$ cat config.mk
export PLATFORM = sky130hd
export DESIGN_NAME = spi_top
export DESIGN_NICKNAME = d
export VERILOG_FILES = /design/src/rtl/spi_top.sv
export SDC_FILE = /design/constraint.sdc
export NUM_CORES = 1
export LEC_CHECK = 0
export CORE_MARGIN = 10
export CORE_UTILIZATION = 49
export CTS_CLUSTER_SIZE = 8
export DETAILED_ROUTE_END_ITERATION = 7
export HOLD_SLACK_MARGIN = 0.05
export PLACE_DENSITY = 0.79
export SYNTH_ARGS = -nofsm -noshare
export SYNTH_HDL_FRONTEND = slang
export SYNTH_SLANG_ARGS = --single-unit
export TNS_END_PERCENT = 5
$ cat constraint.sdc
create_clock -name clk -period 1.9 [get_ports clk]
set_clock_uncertainty 0.1 [all_clocks]
set_input_delay 0.285 -clock clk [delete_from_list [all_inputs] [get_ports clk]]
set_output_delay 0.285 -clock clk [all_outputs]
set_load 0.01 [all_outputs]
$ cat src/rtl/spi_top.sv
// -----------------------------------------------------------------------------
// spi_top
//   Single-clock SPI subsystem: one SPI master and one SPI slave (slave 1)
//   joined by an internal serial bus (sclk enable, mosi, miso, ss_n[3:0]).
//   The host loads a word into the master (up_data/data/top_ss) and a word
//   into the slave (up_data1/data1). A full-duplex, MSB-first exchange of
//   `width` bits follows. Afterwards m_data holds the word the master
//   received and s_data1 holds the word slave 1 received.
//
// Ports
//   clk       in   system clock, all logic on posedge
//   rst       in   synchronous active-low reset
//   up_data   in   master start strobe (sampled only while idle)
//   data      in   word for the master to transmit
//   top_ss    in   slave select index; only index 0 reaches slave 1
//   m_data    out  last word received by the master
//   up_data1  in   slave-1 load strobe (ignored while slave 1 is selected)
//   data1     in   word for slave 1 to transmit
//   s_data1   out  last word received by slave 1
// -----------------------------------------------------------------------------
module spi_top #(
    parameter int width = 8
) (
    input  logic             clk,
    input  logic             rst,
    input  logic             up_data,
    input  logic [width-1:0] data,
    input  logic [1:0]       top_ss,
    output logic [width-1:0] m_data,
    input  logic             up_data1,
    input  logic [width-1:0] data1,
    output logic [width-1:0] s_data1
);

    localparam int CNT_W = $clog2(width);
    localparam logic [CNT_W-1:0] LAST_BIT = CNT_W'(width - 1);

    typedef enum logic [1:0] {
        IDLE = 2'd0,
        XFER = 2'd1,
        DONE = 2'd2
    } state_t;

    state_t             state;
    logic [CNT_W-1:0]   cnt;
    logic [width-1:0]   master_sh;
    logic [width-1:0]   slave_sh;
    logic [3:0]         ss_n;

    // Internal serial bus
    logic sclk_en;
    logic mosi;
    logic miso;
    logic last_bit;

    assign sclk_en  = (state == XFER);
    assign last_bit = sclk_en && (cnt == LAST_BIT);
    assign mosi     = master_sh[width-1];
    // Selects 1..3 have no device behind them, so the bus reads 0.
    assign miso     = ss_n[0] ? 1'b0 : slave_sh[width-1];

    // -------------------------------------------------------------------------
    // Master: control FSM, shift register, chip selects and received word
    // -------------------------------------------------------------------------
    always_ff @(posedge clk) begin
        if (!rst) begin
            state     <= IDLE;
            cnt       <= '0;
            master_sh <= '0;
            ss_n      <= 4'hF;
            m_data    <= '0;
        end else begin
            case (state)
                IDLE: begin
                    if (up_data) begin
                        master_sh <= data;
                        cnt       <= '0;
                        ss_n      <= ~(4'b0001 << top_ss);
                        state     <= XFER;
                    end
                end
                XFER: begin
                    master_sh <= {master_sh[width-2:0], miso};
                    cnt       <= cnt + 1'b1;
                    if (last_bit) begin
                        m_data <= {master_sh[width-2:0], miso};
                        ss_n   <= 4'hF;
                        state  <= DONE;
                    end
                end
                DONE: begin
                    // One dead cycle with all selects released before the
                    // next start can be accepted.
                    state <= IDLE;
                end
                default: begin
                    state <= IDLE;
                end
            endcase
        end
    end

    // -------------------------------------------------------------------------
    // Slave 1: shifts only while selected; host reload only while deselected,
    // which includes the start edge itself, so a same-edge load is transmitted.
    // -------------------------------------------------------------------------
    always_ff @(posedge clk) begin
        if (!rst) begin
            slave_sh <= '0;
            s_data1  <= '0;
        end else if (sclk_en && !ss_n[0]) begin
            slave_sh <= {slave_sh[width-2:0], mosi};
            if (last_bit) begin
                s_data1 <= {slave_sh[width-2:0], mosi};
            end
        end else if (up_data1 && ss_n[0]) begin
            slave_sh <= data1;
        end
    end

endmodule

==> results of run 1 <==
-- layer usage --
layer  global-route usage  wire, um
met5                    0         0
met4               0.0547        62
met3               0.0426       249
met2                0.207      1780
met1                0.145      1560
-- power by group through the flow --
| stage | registers [W] | logic (W) | clock network, W |
|---|---|---|---|
| after floorplan | 0.000874 | 0.000124 | 0 |
| after global placement | 0.000884 | 0.000185 | 0 |
| after detailed placement | 0.000886 | 0.000193 | 0 |
| after CTS | 0.000868 | 0.000194 | 0.000698 |
| after global routing | 0.000875 | 0.000212 | 0.000734 |
| final | 0.000869 | 0.000193 | 0.000687 |
-- flip-flops by register name, summed over array words and instances (netlist names) --
name       cells
s_data1        8
slave_sh       8
cnt            3
m_data         8
master_sh      8
ss_n           1
state          2
-- worst max-delay path: stages, from the launching register on --
cell and delay, ps:
dfxtp_1 340, ha_1 200, ha_1 220, nand3b_1 220, buf_4 220, mux2i_1 210
nor2b_1 60
-- final cells by class --
class                   count  area (um2)  share of cell area
well taps                  44        55.1              0.0257
multi-input cells         112         777               0.363
clock inverters             3        68.8              0.0321
clock buffers               5        37.5              0.0175
repair buffers             43         428               0.200
flip-flops and latches     38         761               0.355
inverters                   4        15.0             0.00701
-- stage by stage --
step / util / power (W) / cell area (um2)
2_1_floorplan: - / 0.000998 / 1620
3_3_place_gp: 0.656 / 0.00107 / 2040
3_5_place_dp: 0.656 / 0.00108 / 2040
4_1_cts: 0.690 / 0.00176 / 2140
5_1_grt: 0.690 / 0.00182 / 2140
6_report: 0.690 / 0.00175 / 2140
-- worst min path at each step --
stage                                         end  cells after the start                      from  slack (ps)
after floorplan           s_data1[4]$_SDFFE_PN0P_                      2  slave_sh[3]$_SDFFE_PN0P_         340
after global routing      s_data1[2]$_SDFFE_PN0P_                      2   s_data1[2]$_SDFFE_PN0P_         400
after detailed placement  s_data1[5]$_SDFFE_PN0P_                      2   s_data1[5]$_SDFFE_PN0P_         360
after global placement    s_data1[0]$_SDFFE_PN0P_                      2   s_data1[0]$_SDFFE_PN0P_         340
final                     s_data1[2]$_SDFFE_PN0P_                      2   s_data1[2]$_SDFFE_PN0P_         370
after CTS                 s_data1[7]$_SDFFE_PN0P_                      2   s_data1[7]$_SDFFE_PN0P_         370
-- Yosys cell counts (all sizes together), types with 3 or more instances --
cell type,count,area share
nor2,7,0.016
dfxtp,38,0.47
a21oi,5,0.015
a2bb2oi,4,0.022
o221a,13,0.090
o21ai,11,0.034
clkbuf,6,0.014
nand3,10,0.031
nand2b,3,0.012
nor2b,15,0.058
buf,7,0.030
nand2,12,0.028
mux2i,8,0.049
inv,4,0.0093
o21a,8,0.037
-- kinds of logic after synthesis --
group | Yosys count | share of synthesized area
and+or+nand+nor | 54 | 0.180
adders and majority gates | 2 | 0.0155
buffers and inverters | 17 | 0.0534
muxes | 8 | 0.0495
AOI/OAI and AO/OA | 48 | 0.231
DFF | 38 | 0.470
==> reports/qor.yml, run 1 <==
outcome:
  status: "completed"
power:
  powerDensity_nw_per_um2: 816
  internal_power_w: 0.00136
  clkPwrFrac: 0.393
  p_switching_w: 0.000390
  pwr-share-seq: 0.497
  pwr-share-comb: 0.111
  p_sw_frac: 0.223
  power_leakage_nw: 0.836
  ir_drop_mv: 0.550
sta:
  fmax_ghz: 0.598
  worst_pin_slew_ps: 472
  whs_ps: 366
  slew_viol_final: 0
  period_minus_slack_ps: 1670
  finalCritPeriodShare: 0.880
  fin_tns_setup_ps: 0
  relSlewSlack: 0.684
  setup_viol: 0
  worst_slack_ps: 228
  rsz0062_at_grt: "false"
  finalHoldViolCount: 0
yosys:
  async_flop_share: 0
  yosys_most_used_dff: "dfxtp_1"
  synth_nets: 191
  ys_ff_latch: 38
  seq_area_frac_synth: 0.470
  synthCells: 167
  syn_avg_cell_area_um2: 9.69
  yosys_warnings: 0
  synth_area_um2: 1620
  synth-edff-count: 0
  synth_cell_types: 30
drt:
  drc: 0
  num_vias: 1340
  drtIter0Drc: 63
  dr.pass1.iters: 4
  drtAntennaViolNets: 0
  via_per_inst: 5.38
  wire_per_inst_um: 14.7
  wl_mm: 3.66
critical_path:
  r2r_cells: 6
  critPathCapture: "m_data[6]$_SDFFE_PN0P_"
  regToRegSetupSlack_ps: 230
  r2r-start: "cnt[0]$_SDFFE_PN0P_"
  crit_start: "cnt[0]$_SDFFE_PN0P_"
  crit_arrival_ps: 1820
  critPathMaxFanout: 6
  startpoint_type: "flop"
  critPathKind: "reg2reg"
  cp_data_required_time_ps: 2050
  crit-reg2reg-capture: "m_data[6]$_SDFFE_PN0P_"
  cp-end-kind: "flop"
grt:
  gr-total-overflow: 0
  grt_first_pass_wirelength_mm: 6.25
  grt_antenna_before_repair: 0
  grt_max_degree: 29
  grt_pass1_vias: 1315
  grtUsageTotal: 0.126
clock_network:
  cts-resized-gates: 0
  clock-sinks: 38
  clockRootBuffer: "clkbuf_4"
  cts_setup_buffers: 0
  clk_pin_slew_ps: 120
  cts_buffer_depth: 2
  cts_max_level: 2
  cts_tree: "done"
  ctsHoldBuffers: 0
  numCtsBuffers: 5
  clk_latency_ps: 350
finish:
  final_cell_count_no_fill: 249
  drive_above_1_share: 0.117
  layout_commonest_cell: "dfxtp_1"
  layout_common_cells: "dfxtp_1 (38), clkdlybuf4s50_1 (37), nor2b_1 (15)"
  fin_nets: 228
  fill_cells: 270
  antenna-diode-count: 0
  area_growth_pct: 32.4
placed_design:
  place.gp.congestion: 0.839
  io_buffers: 37
  placedCellCount: 241
  pre_cts_slack_ps: 157
  hpwlAfterDp_mm: 2.84
floorplanning:
  ios: 38
  chipWidth_um: 77.5
  dieHeight_um: 77.5
  row_count: 20
  core-area_um2: 3100
  initial_utilization: 0.521
  die-area_um2: 6000
run:
  maxCapViolCount: 0
hold_path:
  hold_class: "reg2reg"
(Power assumes the default switching activity.)
==> run 2, diff against run 1 <==
Settings changed: ABC_AREA from default to 1, HOLD_SLACK_MARGIN 0.05 to 0.1, PLACE_DENSITY 0.79 to 0.78.
==> run 2 against run 1 <==
  * First-iteration DRC count increased by 140%
  * Routed wire length increased by 10%
  * Combinational power about the same
  * Highest routed layer unchanged
==> reports/qor.yml, run 2 <==
yosys:
  synth_fa_ha_area_frac: 0.0152
  seq_area_frac_synth: 0.462
  syn_avg_cell_area_um2: 7.16
  async_flop_share: 0
  ys_ff_latch: 38
  synth_simple_gate_area_frac: 0.403
  synth-compound-area-share: 0.0608
  yosys-top-cells-area: "dfxtp_1 (46%), nand2_1 (16%), nand3_1 (14%)"
  synthCells: 230
  synth_top_area_share: 0.462
  ys_top_cells_by_count: "nand2_1 (69), nand3_1 (46), dfxtp_1 (38)"
  yosys.area.top_type: "dfxtp_1"
  synth.most_common_cell: "nand2_1"
  synth_nets: 254
  synth_top_family_by_area: "simple AND/OR/NAND/NOR gates"
  yosys_warnings: 0
  synthMuxAreaShare: 0
  synth-xor-area-share: 0
  synth_cell_types: 21
  synth_area_um2: 1650
  synth-edff-count: 0
  yosys_most_used_dff: "dfxtp_1"
grt:
  grt_pass1_vias: 1452
  met3_usage: 0.0495
  grt_first_pass_wirelength_mm: 6.78
  grt_max_degree: 21
  grt_antenna_before_repair: 0
  grtUsageTotal: 0.134
  grt-busiest-layer: "met2"
  gr-total-overflow: 0
  met1_usage: 0.161
  grt_use_met2: 0.220
finish:
  area_growth_pct: 28.8
  fin_nets: 294
  drive_above_1_share: 0.0738
  antenna-diode-count: 0
  layout_common_cells: "nand2_1 (69), nand3_1 (46), dfxtp_1 (38)"
  final_util: 0.678
  layout_commonest_cell: "nand2_1"
drt:
  wl_mm: 4.04
  num_vias: 1594
  via_per_inst: 5.06
  wire_per_inst_um: 12.8
  dr.pass1.iters: 4
  drtAntennaViolNets: 0
  drc: 0
  drtIter0Drc: 149
sta:
  fin_tns_setup_ps: 0
  worst_pin_slew_ps: 430
  relSlewSlack: 0.713
  setup_viol: 0
  worst_slack_ps: 243
  finalHoldViolCount: 0
  fmax_ghz: 0.604
  rsz0062_at_grt: "false"
  period_minus_slack_ps: 1660
  slew_viol_final: 0
  finalCritPeriodShare: 0.872
placed_design:
  pre_cts_slack_ps: 288
  io_buffers: 37
  hpwlAfterDp_mm: 2.95
  place.gp.congestion: 0.821
floorplanning:
  core-area_um2: 3130
  ios: 38
  dieHeight_um: 78.0
  row_count: 20
  die-area_um2: 6080
  chipWidth_um: 78.0
  initial_utilization: 0.526
outcome:
  status: "completed"
critical_path:
  critPathMaxFanout: 2
  cp_data_required_time_ps: 1510
  slowest_delay_ps: 560
  r2r_cells: 6
  regToRegSetupSlack_ps: 260
  crit_path_top_delay_cell: "clkdlybuf4s50_1"
  r2r-start: "ss_n[0]$_SDFFE_PN1P_"
  crit_cells: 1
  path_cells: "clkdlybuf4s50_1"
  startpoint_type: "flop"
  path_buf_inv: 1
  critPathKind: "reg2out"
  crit_arrival_ps: 1270
  cp_top_family: "buffers and inverters"
  cp-end-kind: "output pin"
  crit-reg2reg-capture: "slave_sh[7]$_SDFFE_PN0P_"
clock_network:
  clk_pin_slew_ps: 100
  cts_buffer_depth: 2
  clk_latency_ps: 350
  cts_tree: "done"
  cts-resized-gates: 0
  clockRootBuffer: "clkbuf_4"
  clock-sinks: 38
  ctsHoldBuffers: 0
  cts_setup_buffers: 0
  numCtsBuffers: 5
  cts_max_level: 2
hold_path:
  whs_path_depth: 2
  min_to: "s_data1[4]$_SDFFE_PN0P_"
  hold_class: "reg2reg"
  hp-start: "s_data1[4]$_SDFFE_PN0P_"
power:
  ir_drop_mv: 0.468
  pwr-share-seq: 0.575
  internal_power_w: 0.00110
  pwr-share-comb: 0.128
  clkPwrFrac: 0.297
  p_switching_w: 0.000390
  power_leakage_nw: 0.901
  p_sw_frac: 0.262
  powerDensity_nw_per_um2: 701
run:
  maxCapViolCount: 0
## run 2: cell count changes after synthesis, moves of 8 or more
cell     delta
a21oi_1     +8
mux2i_1     -8
nand2_1    +57
nand3_1    +36
nor2_1     +15
nor2b_1    -15
o21a_1      -8
o21ai_0     -9
o221a_2     -8
## run 2: how the worst max path moves through the flow
stage                           start                       end  slack, ps
3_3_place_gp     ss_n[0]$_SDFFE_PN1P_  slave_sh[5]$_SDFFE_PN0P_        300
2_1_floorplan     cnt[0]$_SDFFE_PN0P_   s_data1[0]$_SDFFE_PN0P_        570
6_report       m_data[0]$_SDFFE_PN0P_                 m_data[0]        240
4_1_cts        m_data[0]$_SDFFE_PN0P_                 m_data[0]        230
3_5_place_dp     ss_n[0]$_SDFFE_PN1P_  slave_sh[7]$_SDFFE_PN0P_        290
5_1_grt          ss_n[0]$_SDFFE_PN1P_  slave_sh[7]$_SDFFE_PN0P_         90
## run 2: worst reg2reg max path: stages (launching register included)
cell     delay (ps)
dfxtp_1         370
inv_2           250
nand3_2         320
nand2_1         170
inv_1           140
nor2_1          140
nor2_1           50
## run 2: logic make-up after synthesis
family                   count (synthesis)
adder cells (fa/ha/maj)                  2
buffers and inverters                   22
flip-flops                              38
AND/OR/NAND/NOR                        149
AO/OA/AOI/OAI                           19
## run 2: metrics by stage
step | cells | total power, W | cell area, um2 | hold slack [ps]
floorplan | 230 | 0.000984 | 1650 | 328
global placement | 307 | 0.00106 | 2060 | 350
detailed placement | 307 | 0.00106 | 2060 | 352
CTS | 315 | 0.00149 | 2120 | 368
global route | 315 | 0.00155 | 2120 | 383
finish | 315 | 0.00149 | 2120 | 366
## run 2: area by class of cell
| class | instances | area [um2] |
|---|---|---|
| fillers | 281 | 1010 |
| multi-input cells | 170 | 788 |
| flip-flops and latches | 38 | 761 |
| repair buffers | 42 | 408 |
| clock buffers | 7 | 55.1 |
| well taps | 44 | 55.1 |
| inverters | 13 | 48.8 |
| clock inverters | 1 | 5.00 |
## run 2: per-layer routing
metal  up-vias  part of all wire
met2        37              0.45
met4         0             0.013
li1        838                 -
met5         -                 0
met1       712              0.47
met3         7             0.062
## run 2: power by group through the flow
stage               Combinational, W  Sequential (W)  Clock (W)
floorplan                   0.000120        0.000864          0
global placement            0.000187        0.000873          0
detailed placement          0.000190        0.000873          0
CTS                         0.000190        0.000855   0.000443
global route                0.000216        0.000859   0.000476
finish                      0.000190        0.000855   0.000442
